==> src/rtl/bin2bcd_seq.sv <==
// Sequential 16-bit binary to 4-digit packed BCD converter (double dabble, one bit per clock).
// Define BIN2BCD_SATURATE_EN to clamp overflowing results to 16'h9999; otherwise the low four digits are kept.
//
// state | meaning
// IDLE  | waiting for i_Start; o_Bcd/o_Ovf hold the last result
// SHIFT | 16 add-3/shift iterations over the scratch register
// DONE  | publish result, pulse o_Done, return to IDLE
module bin2bcd_seq (
  input  logic        i_Clk,
  input  logic        i_Rst,
  input  logic        i_Start,
  input  logic [15:0] i_Bin,
  output logic        o_Busy,
  output logic        o_Done,
  output logic [15:0] o_Bcd,
  output logic        o_Ovf
);

  typedef enum logic [1:0] {IDLE, SHIFT, DONE} state_t;

  state_t      state, state_next;
  logic [35:0] scratch;
  logic [35:0] adjusted;
  logic [3:0]  count;
  logic        ovf_next;
  logic [15:0] bcd_next;

  always_ff @(posedge i_Clk or posedge i_Rst) begin
    if (i_Rst) state <= IDLE;
    else       state <= state_next;
  end

  always_comb begin
    state_next = state;
    case (state)
      IDLE:    if (i_Start) state_next = SHIFT;
      SHIFT:   if (count == 4'd15) state_next = DONE;
      DONE:    state_next = IDLE;
      default: state_next = IDLE;
    endcase
  end

  always_comb begin
    o_Busy = (state != IDLE);
  end

  // Upper 20 bits hold five BCD digits (ten-thousands included), lower 16 the remaining binary.
  always_comb begin
    adjusted = scratch;
    for (int d = 0; d < 5; d++) begin
      if (scratch[16+4*d +: 4] >= 4'd5)
        adjusted[16+4*d +: 4] = scratch[16+4*d +: 4] + 4'd3;
    end
  end

  always_comb begin
    ovf_next = (scratch[35:32] != 4'd0);
`ifdef BIN2BCD_SATURATE_EN
    bcd_next = ovf_next ? 16'h9999 : scratch[31:16];
`else
    bcd_next = scratch[31:16];
`endif
  end

  always_ff @(posedge i_Clk or posedge i_Rst) begin
    if (i_Rst) begin
      scratch <= '0;
      count   <= '0;
      o_Bcd   <= '0;
      o_Ovf   <= 1'b0;
      o_Done  <= 1'b0;
    end else begin
      o_Done <= 1'b0;
      case (state)
        IDLE: begin
          if (i_Start) begin
            scratch <= {20'd0, i_Bin};
            count   <= '0;
          end
        end
        SHIFT: begin
          scratch <= {adjusted[34:0], 1'b0};
          count   <= count + 4'd1;
        end
        DONE: begin
          o_Bcd  <= bcd_next;
          o_Ovf  <= ovf_next;
          o_Done <= 1'b1;
        end
        default: ;
      endcase
    end
  end

endmodule

==> config.mk <==
export PLATFORM = sky130hd
export DESIGN_NAME = bin2bcd_seq
export DESIGN_NICKNAME = d
export VERILOG_FILES = /design/src/rtl/bin2bcd_seq.sv
export SDC_FILE = /design/constraint.sdc
export NUM_CORES = 1
export LEC_CHECK = 0
export BUFFER_PORTS_ARGS = -buffer_cell sky130_fd_sc_hd__buf_2
export CAP_MARGIN = 25
export CORE_ASPECT_RATIO = 0.7
export CORE_UTILIZATION = 30
export DETAILED_ROUTE_END_ITERATION = 16
export HOLD_SLACK_MARGIN = 0.03
export SKIP_LAST_GASP = 1
export SLEW_MARGIN = 10
export SYNTH_ARGS = -nofsm -noshare
export SYNTH_HDL_FRONTEND = slang
export SYNTH_SLANG_ARGS = --single-unit
==> constraint.sdc <==
create_clock -name i_Clk -period 1.6 [get_ports i_Clk]
set_clock_uncertainty 0.1 [all_clocks]
set_input_delay 0.08 -clock i_Clk [delete_from_list [all_inputs] [get_ports i_Clk]]
set_output_delay 0.08 -clock i_Clk [all_outputs]
set_load 0.01 [all_outputs]
After elaboration in Yosys (flattened, before gate mapping)
Cells that the tools add are included.
{"block": "word_totals", "reg_bits": 60, "output_inout_bits": 19}
{"block": "op_classes", "addsub": 6, "order_cmp": 5, "eq_ne": 5, "mux": 13, "n_reduce_logical": 6}
{"cell": "$pmux W36 S2", "count": 1}
{"cell": "$mux W36", "count": 1}
{"cell": "$ge A4 B3 Y1 const B", "count": 5}
{"cell": "$mux W4", "count": 5}
{"cell": "$add A4 B2 Y4 const B", "count": 4}
{"cell": "$pmux W4 S2", "count": 1}
{"cell": "$add A4 B1 Y4 const B", "count": 1}
{"cell": "$eq A4 B4 Y1 const B", "count": 1}
{"cell": "$mux W2", "count": 2}
{"cell": "$ne A2 B2 Y1 const B", "count": 2}
{"cell": "$pmux W2 S2", "count": 1}
{"cell": "$reduce_and A2 Y1", "count": 2}
{"cell": "$reduce_bool A2 Y1", "count": 2}
{"cell": "$reduce_bool A4 Y1", "count": 1}
{"cell": "$add A3 B2 Y3 const B", "count": 1}
{"cell": "$mux W3", "count": 1}
{"cell": "$eq A2 B1 Y1 const B", "count": 1}
{"cell": "$eq A2 B2 Y1 const B", "count": 1}
{"cell": "$logic_not A2 Y1", "count": 1}
{"cell": "$mux W1", "count": 1}

Longest topological paths before layout
{"block": "depth", "ltp_word": 3, "ltp_mapped": 7, "ltp_nobuf": 6}

Worst setup path before layout
Ideal clock, no wire load.
{"block": "synth_timing", "path_type": "register to register", "start": "reg state[0]", "end": "reg scratch[23]", "arrival_ps": 1333, "required_ps": 1378, "setup_slack_ps": 45, "path_stages_with_launch": 7, "path_buffers": 2, "cell_sequence": "dfrtp_1 > or3b_1 > buf_6 > nand2_4 > buf_6 > o31ai_1 > a32o_1"}
{"block": "synth_via", "elab_chain_len": 3, "word_cells_on_any_way": 6, "cone_classes": "eq/ne: 2; mux: 1; reduce/logical: 3"}
{"item": "from (decl)", "line": "21", "source": "state_t state, state_next;"}
{"item": "from (signal assigned)", "line": "30", "source": "else state <= state_next;"}
{"item": "$eq A2 B1 Y1 / $logic_not A2 Y1 (equally long branches)", "line": "74", "source": "case (state)"}
{"item": "$reduce_bool A2 Y1 (no line) / $ne A2 B2 Y1 (equally long branches)"}
{"item": "$reduce_and A2 Y1 (no line)"}
{"item": "to (signal assigned)", "line": "77", "source": "scratch <= {20'd0, i_Bin};"}
{"item": "to (signal assigned)", "line": "82", "source": "scratch <= {adjusted[34:0], 1'b0};"}
{"item": "to (decl)", "line": "22", "source": "logic [35:0] scratch;"}
Parallel ways exist; a longest one is shown, timed or not.
A chain may end at the register's enable or synchronous reset.

Worst setup path after layout
{"block": "layout_timing", "start": "reg state[0]", "end": "reg scratch[7]"}
Same word-level chain as after synthesis.

==> results.json <==
{
  "status": "complete, no violations",
  "die-height_um": 81.6,
  "syn_to_final_growth_pct": 35.3,
  "antenna_cells": 0,
  "cp_max_fo": 18,
  "total_power_mw": 7.19,
  "synth_xor_area_frac": 0.0226,
  "min_period_over_period": 0.976,
  "holdPathStages": 4,
  "crit_chain": "or3b_4 -> buf_4 -> o22ai_1 -> nor2_1",
  "synth.area.mux_share": 0.0332,
  "worstHoldStart": "i_Start",
  "syn-num-nets": 286,
  "dpl_cell_area_mm2": 0.00312,
  "fin_nets": 357,
  "holdWs_ps": 225,
  "holdPathEnd": "scratch[16]",
  "avgSynthCellArea_um2": 10.6,
  "cts-root-buf": "clkbuf_16",
  "synthDistinctLibCells": 30,
  "ir_drop_v": 0.000776,
  "yosys.area_share.adder": 0.0554,
  "drt-total-wl_um": 5850,
  "netlist_instances": 255,
  "clk_pin_slew_ps": 50,
  "clock_sinks": 60,
  "required_ps": 1720,
  "fmax_ghz": 0.640,
  "max_slew_margin": 0.680,
  "drt_iter0_markers": 88,
  "r2r_end": "scratch[7]",
  "antenna_found_initial": 0,
  "setup_viol": 0,
  "grt_pass1_vias": 2061,
  "synth_top_family_by_area": "compound AO/OA/AOI/OAI gates",
  "overflow": 0,
  "grt_max_degree": 61,
  "stdcell_area_mm2": 0.00367,
  "cp-end-kind": "flip-flop",
  "tightest_slew_ps": 479,
  "cap_violations": 0,
  "multi_input_area_mm2": 0.00113,
  "worstSetupPathType": "reg -> reg",
  "vias": 2136,
  "reg2reg_depth": 4,
  "rows": 28,
  "hp-class": "in -> reg",
  "period_needed_ps": 1560,
  "htree_levels": 3,
  "start_kind": "flip-flop",
  "slowest_delay_ps": 440,
  "final_common_cell": "dfrtp_1",
  "synth_simple_gate_area_share": 0.127,
  "final_cell_mix": "59 x dfrtp_1, 37 x buf_2, 32 x nor2_1",
  "clock_path_buffers": 2,
  "yosysWarnings": 0,
  "clk_latency_ps": 330,
  "arrival_ps": 1680,
  "ff_latch_area_mm2": 0.00150,
  "antenna_left": 0,
  "synth_compound_area_frac": 0.161,
  "dp_hpwl_um": 3710,
  "drv_slew": 0,
  "grt_pass1_wl_um": 9840,
  "drt-wirelength-per-cell_um": 13.0,
  "regToRegSetupSlack_ps": 40,
  "start_util": 0.315,
  "p_leak_nw": 1.66,
  "syn_area_mm2": 0.00271,
  "cts_buffers": 9,
  "power_density_mw_per_mm2": 1960,
  "slowest_stage": "dfrtp_2",
  "finalHoldViolCount": 0,
  "layout-drive-gt1-share": 0.281,
  "drcViolationCount": 0,
  "grtUsageTotal": 0.140,
  "dr.pass1.iters": 4,
  "die_area_mm2": 0.00943,
  "synth_seq_cells": 60,
  "via_per_inst": 4.74,
  "cts_tree": "yes",
  "ys_seq_area_frac": 0.554,
  "port_buffers": 37,
  "die_w_um": 116,
  "place.gp.congestion": 0.740,
  "rsz0062_at_grt": "yes",
  "core_mm2": 0.00862,
  "nFillCells": 850,
  "ios": 38,
  "r2r-start": "state[0]"
}
==> synthesized netlist by cell type <==
cell      number  area, um^2
clkbuf_1       3        11.3
nand4_1        1        6.26
nor2b_1        1        6.26
o32ai_1        2        17.5
nand3_1        7        35.0
ha_1          12         150
and2_1         1        6.26
inv_1         12        45.0
xor2_1         2        17.5
a21oi_1        8        40.0
a22o_1         1        8.76
dfrtp_1       60        1500
o21ai_0       17        85.1
nand2_4        1        11.3
xnor2_1        5        43.8
nor3b_1        3        22.5
nor2_1        33         124
or3b_1         1        8.76
a21o_1         1        7.51
nand2_1       18        67.6
a32o_1         5        50.1
o22ai_1       22         138
and3_1         1        6.26
o31ai_1        6        45.0
mux2_2         8        90.1
buf_6          3        33.8
nand2b_1       7        43.8
buf_2          8        40.0
o311ai_0       5        43.8
or2_2          1        6.26
==> power by group <==
part | switching [mW] | internal [mW] | leakage (nW)
sequential | 0.457 | 2.14 | 0.726
clock | 0.660 | 1.28 | 0.149
combinational | 1.39 | 1.26 | 0.785
==> worst max-delay path: cells and delay by family (launching register included) <==
| kind | cells | cell delay (ps) |
|---|---|---|
| AOI/OAI and AO/OA | 1 | 180 |
| and+or+nand+nor | 2 | 510 |
| DFF | 1 | 440 |
| buffers and inverters | 1 | 220 |
==> sequential cells by signal, indices dropped and copies added (netlist names) <==
name and count:
scratch 36, o_Done 1, o_Bcd 16, count 4
o_Ovf 1, state 2
==> logic make-up after synthesis <==
group | Yosys count
compound gates | 67
flops | 60
fa+ha+maj | 12
mux | 8
simple gates | 75
buf+inv | 26
xor+xnor | 7
==> timing repair <==
| item | 4_1_cts | 5_1_grt |
|---|---|---|
| hold buffers | 17 | 0 |
| setup endpoints to repair | 6 | 30 |
| gates cloned | 0 | 1 |
| resized for setup | 2 | 10 |
| hold endpoints to repair | 76 | 0 |
| setup buffers | 0 | 3 |
| pin swaps | 0 | 1 |
==> layer usage <==
layer	track usage	up-vias	wire, um
met4	0.0577	0	83
met5	0	-	0
met3	0.0613	10	292
met2	0.209	40	2600
li1	-	1051	-
met1	0.177	1035	2870
==> per-stage QoR <==
stage	instances	TNS (ps)	utilization	worst slack, ps
after floorplan	255	0	-	45.1
after global placement	414	-2.01	0.363	-2.01
after detailed placement	414	-165	0.363	-72.2
after CTS	447	0	0.418	1.93
after global routing	451	-83.8	0.426	-20.0
final	451	0	0.426	37.8
==> area by class of cell <==
cell class	count	share of cell area
clock buffer	12	0.0699
timing repair buffer	73	0.147
inverter	12	0.0133
multi-input combinational	170	0.307
tap	120	0.0409
sequential	60	0.409
clock inverter	4	0.0130
==> worst max path at each step <==
stage	start	end	slack (ps)	cells after the start
3_3_place_gp	state[1]	scratch[30]	-2	5
3_5_place_dp	state[0]	count[2]	-70	4
4_1_cts	state[0]	scratch[27]	2	4
2_1_floorplan	state[0]	scratch[23]	50	6
5_1_grt	state[0]	scratch[12]	-20	4
6_report	state[0]	scratch[7]	40	4
(Power assumes the default switching activity.)
